## src/rtl/dc_offset_corr_if.sv

```systemverilog
// Purpose : bundles the sample stream, accumulator hand-off and status of dc_offset_corr.
// Latency : n/a (wiring only).
// Backpressure: none; the stream is qualified by clk_en and has no ready.
//
// Signals:
//   clk_en        symbol-rate enable
//   enable        loop enable; low forces IDLE
//   sample_in     uncorrected sample (signed 18)
//   acc_dc_err_in window-average DC error from the accumulator (signed 18)
//   hold_out      one-clk clear pulse to the accumulator
//   sample_out    corrected sample (signed 18)
//   dc_offset     current offset estimate (signed 18)
//   locked        high in TRACK
//   state_out     IDLE=0, DISCARD=1, ACQUIRE=2, TRACK=3
interface dc_offset_corr_if;
  logic               clk_en;
  logic               enable;
  logic signed [17:0] sample_in;
  logic signed [17:0] acc_dc_err_in;
  logic               hold_out;
  logic signed [17:0] sample_out;
  logic signed [17:0] dc_offset;
  logic               locked;
  logic [1:0]         state_out;

  // Driver side (stimulus / upstream datapath).
  modport master (
    output clk_en, enable, sample_in, acc_dc_err_in,
    input  hold_out, sample_out, dc_offset, locked, state_out
  );

  // Correction block side.
  modport slave (
    input  clk_en, enable, sample_in, acc_dc_err_in,
    output hold_out, sample_out, dc_offset, locked, state_out
  );
endinterface

```

## src/rtl/dc_offset_corr.sv

```systemverilog
// Purpose : windowed DC offset estimator and subtractor ahead of the slicer, with acquire/track FSM.
// Latency : sample_out is one clk_en tick behind sample_in; estimate updates once per window.
// Backpressure: none; all state advances on clk_en, outputs hold while clk_en is low.
//
// Ports:
//   clk    system clock
//   reset  synchronous active-high reset, clears all state
//   bus    dc_offset_corr_if.slave (stream in/out, accumulator hand-off, status)

`ifndef LFSR_LEN
`define LFSR_LEN 7
`endif

module dc_offset_corr #(
  parameter int WIN_LOG2     = `LFSR_LEN,
  parameter int ACQ_WINDOWS  = 4,
  parameter int MU_ACQ       = 1,
  parameter int MU_TRK       = 4,
  parameter int LOSS_THR     = 2048,
  parameter int LOSS_WINDOWS = 2
) (
  input  logic             clk,
  input  logic             reset,
  dc_offset_corr_if.slave  bus
);

  localparam logic [1:0] S_IDLE    = 2'd0;
  localparam logic [1:0] S_DISCARD = 2'd1;
  localparam logic [1:0] S_ACQUIRE = 2'd2;
  localparam logic [1:0] S_TRACK   = 2'd3;

  // Counters only need to reach N-1; the transition fires on that value.
  localparam int ACQ_W  = (ACQ_WINDOWS  > 1) ? $clog2(ACQ_WINDOWS)  : 1;
  localparam int LOSS_W = (LOSS_WINDOWS > 1) ? $clog2(LOSS_WINDOWS) : 1;

  // Clamp a 19-bit two's-complement value into the signed 18-bit range.
  // Overflow is exactly when the two top bits disagree.
  function automatic logic [17:0] sat18(input logic [18:0] v);
    if (v[18] != v[17]) begin
      sat18 = v[18] ? 18'h20000 : 18'h1FFFF;
    end else begin
      sat18 = v[17:0];
    end
  endfunction

  // ---------------------------------------------------------------------------
  // Registers
  // ---------------------------------------------------------------------------
  logic [1:0]          r_state;
  logic                r_locked;
  logic [WIN_LOG2-1:0] r_cnt;
  logic                r_hold;
  logic [ACQ_W-1:0]    r_acq_cnt;
  logic [LOSS_W-1:0]   r_loss_cnt;
  logic signed [17:0]  r_dc;
  logic signed [17:0]  r_sample;

  // ---------------------------------------------------------------------------
  // Datapath
  // ---------------------------------------------------------------------------
  logic signed [17:0] w_est;
  logic [17:0]        w_est_u;
  logic signed [17:0] w_step_acq;
  logic signed [17:0] w_step_trk;
  logic [18:0]        w_sum_acq;
  logic [18:0]        w_sum_trk;
  logic [18:0]        w_diff;
  logic [17:0]        w_abs_est;
  logic               w_loss;

  assign w_est      = bus.acc_dc_err_in;
  assign w_est_u    = bus.acc_dc_err_in;
  assign w_step_acq = w_est >>> MU_ACQ;
  assign w_step_trk = w_est >>> MU_TRK;

  // Sign-extend both operands to 19 bits so the sum/difference cannot wrap.
  assign w_sum_acq = {r_dc[17], r_dc} + {w_step_acq[17], w_step_acq};
  assign w_sum_trk = {r_dc[17], r_dc} + {w_step_trk[17], w_step_trk};
  assign w_diff    = {bus.sample_in[17], bus.sample_in} - {r_dc[17], r_dc};

  // Saturating |est|: the most negative code has no positive twin, so it
  // folds onto the largest positive value.
  assign w_abs_est = !w_est_u[17]           ? w_est_u :
                     (w_est_u == 18'h20000) ? 18'h1FFFF :
                                              (~w_est_u + 18'd1);
  assign w_loss    = (w_abs_est > 18'(LOSS_THR));

  // ---------------------------------------------------------------------------
  // Window timing
  // ---------------------------------------------------------------------------
  logic w_terminal;
  logic w_upd;
  logic w_acq_last;
  logic w_loss_last;

  assign w_terminal  = bus.clk_en && (r_cnt == '1);
  // Update event: first clk_en tick of a window. A falling enable suppresses it.
  assign w_upd       = bus.enable && (r_state != S_IDLE) && bus.clk_en && (r_cnt == '0);
  assign w_acq_last  = (r_acq_cnt  == ACQ_W'(ACQ_WINDOWS - 1));
  assign w_loss_last = (r_loss_cnt == LOSS_W'(LOSS_WINDOWS - 1));

  // ---------------------------------------------------------------------------
  // Next-state logic
  // ---------------------------------------------------------------------------
  logic [1:0] w_state_nxt;

  always_comb begin
    w_state_nxt = r_state;
    if (!bus.enable) begin
      w_state_nxt = S_IDLE;
    end else if (r_state == S_IDLE) begin
      w_state_nxt = S_DISCARD;
    end else if (w_upd) begin
      case (r_state)
        // Accumulator still holds data from before the restart; skip it.
        S_DISCARD: w_state_nxt = S_ACQUIRE;
        S_ACQUIRE: if (w_acq_last) w_state_nxt = S_TRACK;
        S_TRACK:   if (w_loss && w_loss_last) w_state_nxt = S_ACQUIRE;
        default:   w_state_nxt = r_state;
      endcase
    end
  end

  // ---------------------------------------------------------------------------
  // Sequential state
  // ---------------------------------------------------------------------------
  always_ff @(posedge clk) begin
    if (reset) begin
      r_state    <= S_IDLE;
      r_locked   <= 1'b0;
      r_cnt      <= '0;
      r_hold     <= 1'b0;
      r_acq_cnt  <= '0;
      r_loss_cnt <= '0;
      r_dc       <= '0;
      r_sample   <= '0;
    end else begin
      r_state  <= w_state_nxt;
      r_locked <= (w_state_nxt == S_TRACK);
      r_hold   <= 1'b0;

      // Correction runs in every state, IDLE included, using the held estimate.
      if (bus.clk_en) begin
        r_sample <= sat18(w_diff);
      end

      if (!bus.enable) begin
        r_cnt      <= '0;
        r_acq_cnt  <= '0;
        r_loss_cnt <= '0;
      end else if (r_state == S_IDLE) begin
        // Leaving IDLE: start a fresh window and clear the accumulator.
        r_cnt      <= '0;
        r_hold     <= 1'b1;
        r_acq_cnt  <= '0;
        r_loss_cnt <= '0;
      end else if (bus.clk_en) begin
        r_cnt  <= r_cnt + 1'b1;
        r_hold <= w_terminal;
        if (w_upd) begin
          case (r_state)
            S_ACQUIRE: begin
              r_dc      <= sat18(w_sum_acq);
              r_acq_cnt <= w_acq_last ? '0 : r_acq_cnt + 1'b1;
            end
            S_TRACK: begin
              // The estimate is still applied in a window that triggers loss.
              r_dc <= sat18(w_sum_trk);
              if (!w_loss) begin
                r_loss_cnt <= '0;
              end else if (w_loss_last) begin
                r_loss_cnt <= '0;
                r_acq_cnt  <= '0;
              end else begin
                r_loss_cnt <= r_loss_cnt + 1'b1;
              end
            end
            default: begin
            end
          endcase
        end
      end
    end
  end

  // ---------------------------------------------------------------------------
  // Outputs
  // ---------------------------------------------------------------------------
  assign bus.hold_out   = r_hold;
  assign bus.sample_out = r_sample;
  assign bus.dc_offset  = r_dc;
  assign bus.locked     = r_locked;
  assign bus.state_out  = r_state;

endmodule
```

## src/flat_wrapper.sv

```systemverilog
// flat-port wrapper written by rule: the top's interface ports become plain ports
module dc_offset_corr_flat 
#(
  parameter int WIN_LOG2     = `LFSR_LEN,
  parameter int ACQ_WINDOWS  = 4,
  parameter int MU_ACQ       = 1,
  parameter int MU_TRK       = 4,
  parameter int LOSS_THR     = 2048,
  parameter int LOSS_WINDOWS = 2
)
  (clk, reset, bus_clk_en, bus_enable, bus_sample_in, bus_acc_dc_err_in, bus_hold_out, bus_sample_out, bus_dc_offset, bus_locked, bus_state_out);
  dc_offset_corr_if bus_i ();
  input  logic clk;
  input  logic reset;
  input wire logic [$bits(bus_i.clk_en)-1:0] bus_clk_en;
  input wire logic [$bits(bus_i.enable)-1:0] bus_enable;
  input wire logic [$bits(bus_i.sample_in)-1:0] bus_sample_in;
  input wire logic [$bits(bus_i.acc_dc_err_in)-1:0] bus_acc_dc_err_in;
  output wire logic [$bits(bus_i.hold_out)-1:0] bus_hold_out;
  output wire logic [$bits(bus_i.sample_out)-1:0] bus_sample_out;
  output wire logic [$bits(bus_i.dc_offset)-1:0] bus_dc_offset;
  output wire logic [$bits(bus_i.locked)-1:0] bus_locked;
  output wire logic [$bits(bus_i.state_out)-1:0] bus_state_out;
  assign bus_i.clk_en = bus_clk_en;
  assign bus_i.enable = bus_enable;
  assign bus_i.sample_in = bus_sample_in;
  assign bus_i.acc_dc_err_in = bus_acc_dc_err_in;
  assign bus_hold_out = bus_i.hold_out;
  assign bus_sample_out = bus_i.sample_out;
  assign bus_dc_offset = bus_i.dc_offset;
  assign bus_locked = bus_i.locked;
  assign bus_state_out = bus_i.state_out;
  dc_offset_corr #(.WIN_LOG2(WIN_LOG2), .ACQ_WINDOWS(ACQ_WINDOWS), .MU_ACQ(MU_ACQ), .MU_TRK(MU_TRK), .LOSS_THR(LOSS_THR), .LOSS_WINDOWS(LOSS_WINDOWS)) u_core (.clk(clk), .reset(reset), .bus(bus_i));
endmodule
```

## config.mk

```make
export PLATFORM = sky130hd
export DESIGN_NAME = dc_offset_corr_flat
export DESIGN_NICKNAME = d
export VERILOG_FILES = /design/src/rtl/dc_offset_corr_if.sv /design/src/rtl/dc_offset_corr.sv /design/src/flat_wrapper.sv
export SDC_FILE = /design/constraint.sdc
export NUM_CORES = 1
export LEC_CHECK = 0
export BUFFER_PORTS_ARGS = -buffer_cell sky130_fd_sc_hd__buf_2
export CAP_MARGIN = 20
export CORE_MARGIN = 2
export CORE_UTILIZATION = 60
export CTS_CLUSTER_SIZE = 14
export DETAILED_ROUTE_END_ITERATION = 10
export GPL_TIMING_DRIVEN = 0
export PLACE_DENSITY = 0.95
export SLEW_MARGIN = 20
export SYNTH_ARGS = -nofsm -noshare
export SYNTH_HDL_FRONTEND = slang
export SYNTH_SLANG_ARGS = --single-unit
export TNS_END_PERCENT = 50
```

## constraint.sdc

```tcl
create_clock -name clk -period 6.45 [get_ports clk]
set_clock_uncertainty 0.05 [all_clocks]
set_input_delay 1.29 -clock clk [delete_from_list [all_inputs] [get_ports clk]]
set_output_delay 1.29 -clock clk [all_outputs]
set_load 0.05 [all_outputs]
```

Word-level counts from Yosys, hierarchy flattened
Index checks and enable logic that the tools add are counted.
Widths: inputs -> output; s select.
{"block": "totals", "inputBits": 40, "ff_bits": 50, "out_inout_bits": 40}
{"block": "op_classes", "order_cmp": 1, "n_addsub": 7, "n_bitwise": 3, "n_reduce_logical": 14, "n_mux": 23, "eq_ne": 12}
{"op": "$mux 18", "count": 8}
{"op": "$pmux 18 s2", "count": 1}
{"op": "$add 18x14->19", "count": 1}
{"op": "$add 18x17->19", "count": 1}
{"op": "$sub 18x18->19", "count": 1}
{"op": "$add 18x1->18 const B", "count": 1}
{"op": "$eq 18x18->1 const B", "count": 1}
{"op": "$gt 18x12->1 const B", "count": 1}
{"op": "$not 18->18", "count": 1}
{"op": "$mux 2", "count": 8}
{"op": "$reduce_and 5->1", "count": 2}
{"op": "$eq 2x2->1 const B", "count": 4}
{"op": "$add 7x1->7 const B", "count": 1}
{"op": "$eq 7x7->1 const B", "count": 1}
{"op": "$logic_not 7->1", "count": 1}
{"op": "$pmux 2 s3", "count": 1}
{"op": "$logic_and 1x1->1", "count": 5}
{"op": "$mux 1", "count": 4}
{"op": "$ne 2x1->1 const B", "count": 2}
{"op": "$pmux 2 s2", "count": 1}
{"op": "$reduce_bool 2->1", "count": 2}
{"op": "$ne 1x1->1", "count": 3}
{"op": "$reduce_and 3->1", "count": 1}
{"op": "$reduce_or 3->1", "count": 1}
{"op": "6 further kinds", "count": 7}

Depth between registers and ports, before layout
Gate-level depths: netlist of run 1.
{"block": "logic_depth", "depth_word": 12, "ltp_mapped": 13, "mapped_depth_nobuf": 12}

Worst setup path before layout of run 1
No wires, ideal clock.
{"block": "synth_timing", "kind": "input port to flip-flop", "startpoint": "in bus_acc_dc_err_in[4]", "endpoint": "reg u_core.r_dc[11], in the netlist u_core.bus.dc_offset[11]", "path_buffers": 1, "slack_ps": 2734, "stages": 13, "arrival_time_ps": 3579, "setup_time_ps": 87, "path_cell_list": "ha_1 inv_1 fa_1 nand2b_1 a21o_1 a211oi_1 o211ai_1 o21ai_0 nand2_1 nand2_1 clkbuf_1 a21oi_1 o31ai_1"}
{"block": "synth_between", "elab_chain_len": 4}
{"element": "start: declaration", "line_no": "flat_wrapper.sv:18", "rtl": "input wire logic [$bits(bus_i.acc_dc_err_in)-1:0] bus_acc_dc_err_in;"}
{"element": "$add 18x14->19 / $add 18x17->19 (equally long branches)", "line_no": "dc_offset_corr.sv:78, dc_offset_corr.sv:77"}
{"element": "$mux 18 / $ne 1x1->1 (equally long branches)", "line_no": "dc_offset_corr.sv:40, dc_offset_corr.sv:39"}
{"element": "$mux 18", "line_no": "dc_offset_corr.sv:39", "rtl": "if (v[18] != v[17]) begin"}
{"element": "$pmux 18 s2 (*)", "line_no": "dc_offset_corr.sv:161", "rtl": "case (r_state)"}
{"element": "end signal: assignment", "line_no": "dc_offset_corr.sv:163", "rtl": "r_dc <= sat18(w_sum_acq);"}
{"element": "end signal: assignment", "line_no": "dc_offset_corr.sv:168", "rtl": "r_dc <= sat18(w_sum_trk);"}
{"element": "end: declaration", "line_no": "dc_offset_corr.sv:55", "rtl": "logic signed [17:0] r_dc;"}
Every way passes the cells marked *; elsewhere a longest branch is shown, timed or not.
A chain may end at the register's enable or synchronous reset.

Final worst setup path of run 1
{"block": "layout_timing", "startpoint": "in bus_acc_dc_err_in[4]", "endpoint": "reg u_core.r_dc[9], in the netlist u_core.bus.dc_offset[9]"}
Same word-level chain as after synthesis.

==> results_dict.tcl, run 1 <==
set metrics [dict create \
    antenna_found_initial 0 \
    startpoint_type "input port" \
    grtUsageTotal 0.325 \
    maxSlewViolCount 0 \
    cp_slowest_cell "a211oi_1" \
    async_flop_share 0 \
    worstSetupPathType "in -> reg" \
    final_hold_viol_count 0 \
    die_area_sq_um 9290 \
    synth_seq_cells 50 \
    fp.dieH_microns 96.4 \
    critical-path-max-stage-delay_ns 0.40 \
    yosysSeqAreaShare 0.195 \
    fin_nets 858 \
    diodes 0 \
    placed_cell_area_sq_um 5640 \
    hold_start "u_core.bus.sample_out[14]" \
    cap_violations 0 \
    worstPathArrival_ns 4.50 \
    crit_family "compound AO/OA/AOI/OAI gates" \
    final_cell_area_sq_um 5750 \
    drt_iter0_markers 299 \
    crit_chain "buf_2 -> ha_1 -> inv_1 -> fa_1 -> nand2b_1 -> a21o_1 -> a211oi_1 -> o211ai_1 -> o21ai_0 -> nand2_1 -> nand2_1 -> clkbuf_1 -> a21oi_1 -> o31ai_1" \
    grt_max_degree 16 \
    fillCellCount 688 \
    syn2layout_area_growth_pct 12.3 \
    setup_viol 0 \
    gp_congestion 0.956 \
    routed_wl_microns 14700 \
    cts_root_buf "clkbuf_8" \
    worstPathMaxFanout 10 \
    io_pins 80 \
    cts_tree "yes" \
    worst_pin_slew_ns 0.635 \
    grt_pass1_wl_microns 23900 \
    cp_num_buf_inv 3 \
    first_pass_iters 7 \
    syn-instance-count 674 \
    power.leakage_nw 2.53 \
    post-route-period-util 0.675 \
    required_ns 6.60 \
    synth_edf_count 0 \
    fp.dieW_microns 96.4 \
    clk_latency_ns 0.30 \
    hold_path_class "reg -> reg" \
    vias_per_cell 6.34 \
    hpwlAfterDp_microns 12000 \
    clk_pin_slew_ns 0.08 \
    cts_sinks 50 \
    min_period_ns 4.35 \
    clk_path_buf_depth 2 \
    num_vias 5488 \
    avgSynthCellArea_sq_um 7.60 \
    syn-num-nets 773 \
    r2r_setup_slack_ns 2.70 \
    cts-htree-levels 2 \
    hold_buffers 0 \
    power_density_nw_per_um2 138 \
    wl_per_cell_microns 17.0 \
    end_kind "register" \
    io_buffers 78 \
    overflow 0 \
    drive_gt1_frac 0.155 \
    maxSlewHeadroom 0.573 \
    drc 0 \
    synthFlopType "dfxtp_1" \
    grt_pass1_vias 5218 \
    synth_area_sq_um 5120 \
    synth.distinct_cells 75 \
    post_cts_resized 0 \
    crit_path_start "bus_acc_dc_err_in[4]" \
    fin_setup_tns_ns 0 \
    initial_utilization 0.620 \
    grt_setup_unrepaired "no" \
    core_area_sq_um 8260 \
    irDropWorstVdd_v 0.0000983 \
    cpMostUsedCell "nand2_1" \
    ys_warn_count 0 \
    fmaxAchievable_mhz 230 \
    antenna_left 0 \
    num_rows 33 \
    cts_made_buffers 5 \
    post_cts_buffers 0 \
    r2r-start "u_core.bus.dc_offset[1]" \
    status "complete, no violations" \
]
-- synthesized netlist by cell type (4+ instances only) --
master	count	area, sq um
ha_1	56	701
buf_2	6	30.0
a21o_1	23	173
nand4_1	7	43.8
or2_2	5	31.3
a311oi_1	4	35.0
a211o_1	5	43.8
o21ai_0	18	90.1
a31oi_1	10	62.6
nor2_1	54	203
o211ai_1	7	52.6
inv_1	36	135
xnor2_1	30	263
or3_1	11	68.8
clkbuf_1	13	48.8
o21ai_1	20	100
nand3_1	8	40.0
nand2_1	63	236
nor2b_1	6	37.5
nor4_1	4	25.0
and3_1	5	31.3
xor2_1	15	131
o31ai_1	19	143
dfxtp_1	50	1000
a211oi_1	8	60.1
o21a_1	11	82.6
nand2b_1	17	106
a21oi_1	82	410
nor3_1	10	50.1
and2_1	4	25.0
-- cell families after synthesis --
family,after synthesis,share of synthesized area
adder cells (fa/ha/maj),62,0.154
flip-flops,50,0.195
AO/OA/AOI/OAI,241,0.310
multiplexers,3,0.00635
buffers and inverters,58,0.0447
AND/OR/NAND/NOR,215,0.212
XOR/XNOR,45,0.0770
-- worst paths after layout --
| path | endpoint | cells after the start |
|---|---|---|
| worst max-delay path | u_core.bus.dc_offset[9] | 14 |
| worst min-delay path | u_core.bus.sample_out[14] | 2 |
| worst max register to register | u_core.bus.dc_offset[9] | 12 |
| worst min register to register | u_core.bus.sample_out[14] | 2 |
-- per-stage QoR --
| step | setup slack [ns] | instances | hold WS, ns | total power [mW] | util |
|---|---|---|---|---|---|
| 3_3_place_gp | 2.01 | 857 | 0.383 | 0.568 | 0.683 |
| 3_5_place_dp | 1.93 | 857 | 0.391 | 0.578 | 0.683 |
| 2_1_floorplan | 2.73 | 674 | 0.411 | 0.512 | - |
| 6_report | 2.10 | 865 | 0.399 | 0.793 | 0.697 |
| 5_1_grt | 1.89 | 865 | 0.426 | 0.832 | 0.697 |
| 4_1_cts | 2.23 | 865 | 0.403 | 0.791 | 0.697 |
-- per-layer routing --
| layer | track usage | part of all wire | vias up |
|---|---|---|---|
| li1 | - | - | 2655 |
| met1 | 0.404 | 0.41 | 2504 |
| met2 | 0.571 | 0.47 | 283 |
| met3 | 0.0380 | 0.082 | 46 |
| met4 | 0.129 | 0.035 | 0 |
| met5 | 0 | 0 | - |
-- layout by cell type, fill, tap and decap left out, drive strengths merged, types with 17 or more instances in the layout --
| cell | count |
|---|---|
| dfxtp | 50 |
| o31ai | 21 |
| nand2b | 17 |
| inv | 37 |
| ha | 56 |
| a21oi | 83 |
| nor2 | 55 |
| o21ai | 40 |
| a21o | 23 |
| xnor2 | 30 |
| buf | 86 |
| clkbuf | 19 |
| nand2 | 63 |
-- flip-flops by register name, summed over array words and instances (netlist names) --
name and cells:
u_core.bus.dc_offset 18, u_core.bus.hold_out 1, u_core.bus.locked 1, u_core.bus.sample_out 18, u_core.bus.state_out 2, u_core.r_acq_cnt 2, u_core.r_cnt 7, u_core.r_loss_cnt 1
-- tightest hold or removal path: stages, from the launching register on --
cell	delay (ns)
dfxtp_1	0.31
nand2_1	0.05
o21ai_1	0.05
-- where the power goes --
part	internal [mW]	leakage, nW	total, mW	switching, mW
registers	0.321	0.408	0.327	0.00632
clock network	0.116	0.0514	0.216	0.100
logic	0.0869	2.07	0.250	0.163
total	0.523	2.53	0.793	0.270
-- area by class of cell --
| class | instances | area, sq um | share of cell area |
|---|---|---|---|
| inverters | 37 | 139 | 0.0241 |
| plain buffers | 21 | 90.1 | 0.0157 |
| well taps | 105 | 131 | 0.0228 |
| multi-input cells | 566 | 3890 | 0.676 |
| clock buffers | 6 | 72.6 | 0.0126 |
| clock inverters | 2 | 37.5 | 0.00652 |
| flip-flops and latches | 50 | 1000 | 0.174 |
| repair buffers | 78 | 390 | 0.0679 |
No activity file was read; power rests on OpenSTA's default activity.
==> run 2: changes to the inputs <==
- CORE_UTILIZATION: 60 -> 59
- PLACE_DENSITY: 0.95 -> 0.94
- clock period: 6.45 -> 4.4 ns (I/O delays scaled with it)
==> run 2 against run 1 <==
Against the previous run:
- critical path depth is the same
- global-route usage shrank 2.0 points
- via count shrank 0.27%
- routed wire length shrank 0.18%
- critical path type unchanged
- critical endpoint is now u_core.bus.dc_offset[6]
- highest routed layer unchanged
==> results_dict.tcl, run 2 (synthesized netlist as in run 1, its figures left out) <==
set metrics [dict create \
    routed_wl_microns 14700 \
    antenna_left 0 \
    drive_gt1_frac 0.155 \
    layout_commonest_cell "buf_2" \
    grt_pass1_vias 5204 \
    cts_sinks 50 \
    antenna_found_initial 0 \
    cts_made_buffers 5 \
    post-route-period-util 0.889 \
    worst_hold_slack_ns 0.402 \
    cts_root_buf "clkbuf_8" \
    initial_utilization 0.617 \
    worstSetupPathType "in -> reg" \
    clk_latency_ns 0.30 \
    final_cell_mix "buf_2, a21oi_1, nand2_1" \
    worst_pin_slew_ns 0.582 \
    cap_violations 0 \
    syn2layout_area_growth_pct 12.0 \
    clk_path_buf_depth 2 \
    min_period_ns 3.91 \
    wl_met2_microns 7090 \
    power.leakage_nw 2.53 \
    grt_setup_unrepaired "no" \
    io_pins 80 \
    critical-path-max-stage-delay_ns 0.40 \
    hold_path_class "reg -> reg" \
    pre_cts_slack_ns 0.323 \
    irDropWorstVdd_v 0.000138 \
    fmaxAchievable_mhz 256 \
    post_cts_resized 0 \
    drc 0 \
    final_hold_viol_count 0 \
    gp_congestion 0.952 \
    maxSlewHeadroom 0.609 \
    fin_setup_tns_ns 0 \
    fp.dieW_microns 97.2 \
    cts_tree "yes" \
    post_cts_buffers 0 \
    die_area_sq_um 9440 \
    overflow 0 \
    drt_iter0_markers 395 \
    wl_per_cell_microns 17.0 \
    core_area_sq_um 8300 \
    finalWorstSetupSlack_ns 0.489 \
    diodes 0 \
    clk_pin_slew_ns 0.09 \
    cts-htree-levels 2 \
    first_pass_iters 5 \
    hpwlAfterDp_microns 12100 \
    io_buffers 78 \
    num_rows 33 \
    status "complete, no violations" \
    power_density_nw_per_um2 196 \
    worstPathMaxFanout 10 \
    setup_viol 0 \
    crit_family "compound AO/OA/AOI/OAI gates" \
    cp_slowest_cell "clkbuf_1" \
    grt_max_degree 15 \
    met3WireLength_microns 968 \
    end_kind "register" \
    drt-met1-wl_microns 6140 \
    required_ns 4.56 \
    cpMostUsedCell "nand2_1" \
    cp_num_buf_inv 3 \
    grtUsageTotal 0.305 \
    fp.dieH_microns 97.2 \
    vias_per_cell 6.33 \
    worstPathArrival_ns 4.07 \
    startpoint_type "input port" \
    grt_pass1_wl_microns 24300 \
    maxSlewViolCount 0 \
    top_layer "met4" \
    crit_chain "buf_2 -> ha_1 -> inv_1 -> fa_1 -> nand2b_1 -> a21o_1 -> a211oi_1 -> o211ai_1 -> o21ai_0 -> nand2_1 -> nand2_1 -> clkbuf_1 -> a21oi_1 -> o31ai_1" \
    fin_nets 858 \
    num_vias 5473 \
    fillCellCount 685 \
    hold_buffers 0 \
]
==> run 2: layer usage <==
metal  global-route usage  vias up
met5                    0        -
li1                     -     2647
met3               0.0281       42
met2                0.540      231
met1                0.375     2553
met4                0.135        0
==> run 2: worst paths after layout <==
check	startpoint	to	slack, ns	cells past startpoint
hold / removal	u_core.bus.sample_out[9]	u_core.bus.sample_out[9]	0.40	2
setup / recovery	bus_acc_dc_err_in[4]	u_core.bus.dc_offset[6]	0.49	14
setup reg to reg	u_core.bus.dc_offset[1]	u_core.bus.dc_offset[6]	0.70	12
hold reg to reg	u_core.bus.sample_out[9]	u_core.bus.sample_out[9]	0.40	2
==> run 2: final cells by class <==
| type | instances | area, sq um | share of cell area |
|---|---|---|---|
| Clock buffer | 7 | 86.3 | 0.0151 |
| Timing Repair Buffer | 78 | 390 | 0.0681 |
| Tap cell | 105 | 131 | 0.0229 |
| Sequential cell | 50 | 1000 | 0.175 |
| Inverter | 37 | 139 | 0.0242 |
| Buffer | 21 | 90.1 | 0.0157 |
| Multi-Input combinational cell | 566 | 3890 | 0.679 |
| Clock inverter | 1 | 5.00 | 0.000873 |
==> run 2: per-stage QoR <==
stage               instances  cell area [sq um]  utilization  power, mW
global placement          857               5640        0.680      0.835
global route              865               5730        0.691       1.17
detailed placement        857               5640        0.680      0.850
CTS                       865               5730        0.691       1.11
finish                    865               5730        0.691       1.12
floorplan                 674               5120            -      0.751
==> run 2: power breakdown <==
group,switching [mW],internal [mW],total (mW)
Sequential,0.00914,0.470,0.479
Combinational,0.241,0.127,0.368
Clock,0.150,0.127,0.278
Total,0.401,0.724,1.12
==> run 2: tightest hold or removal path, cell delays in order, from the launching register on <==
cell and delay [ns]:
dfxtp_1 0.32, nand2_1 0.05, o21ai_1 0.05
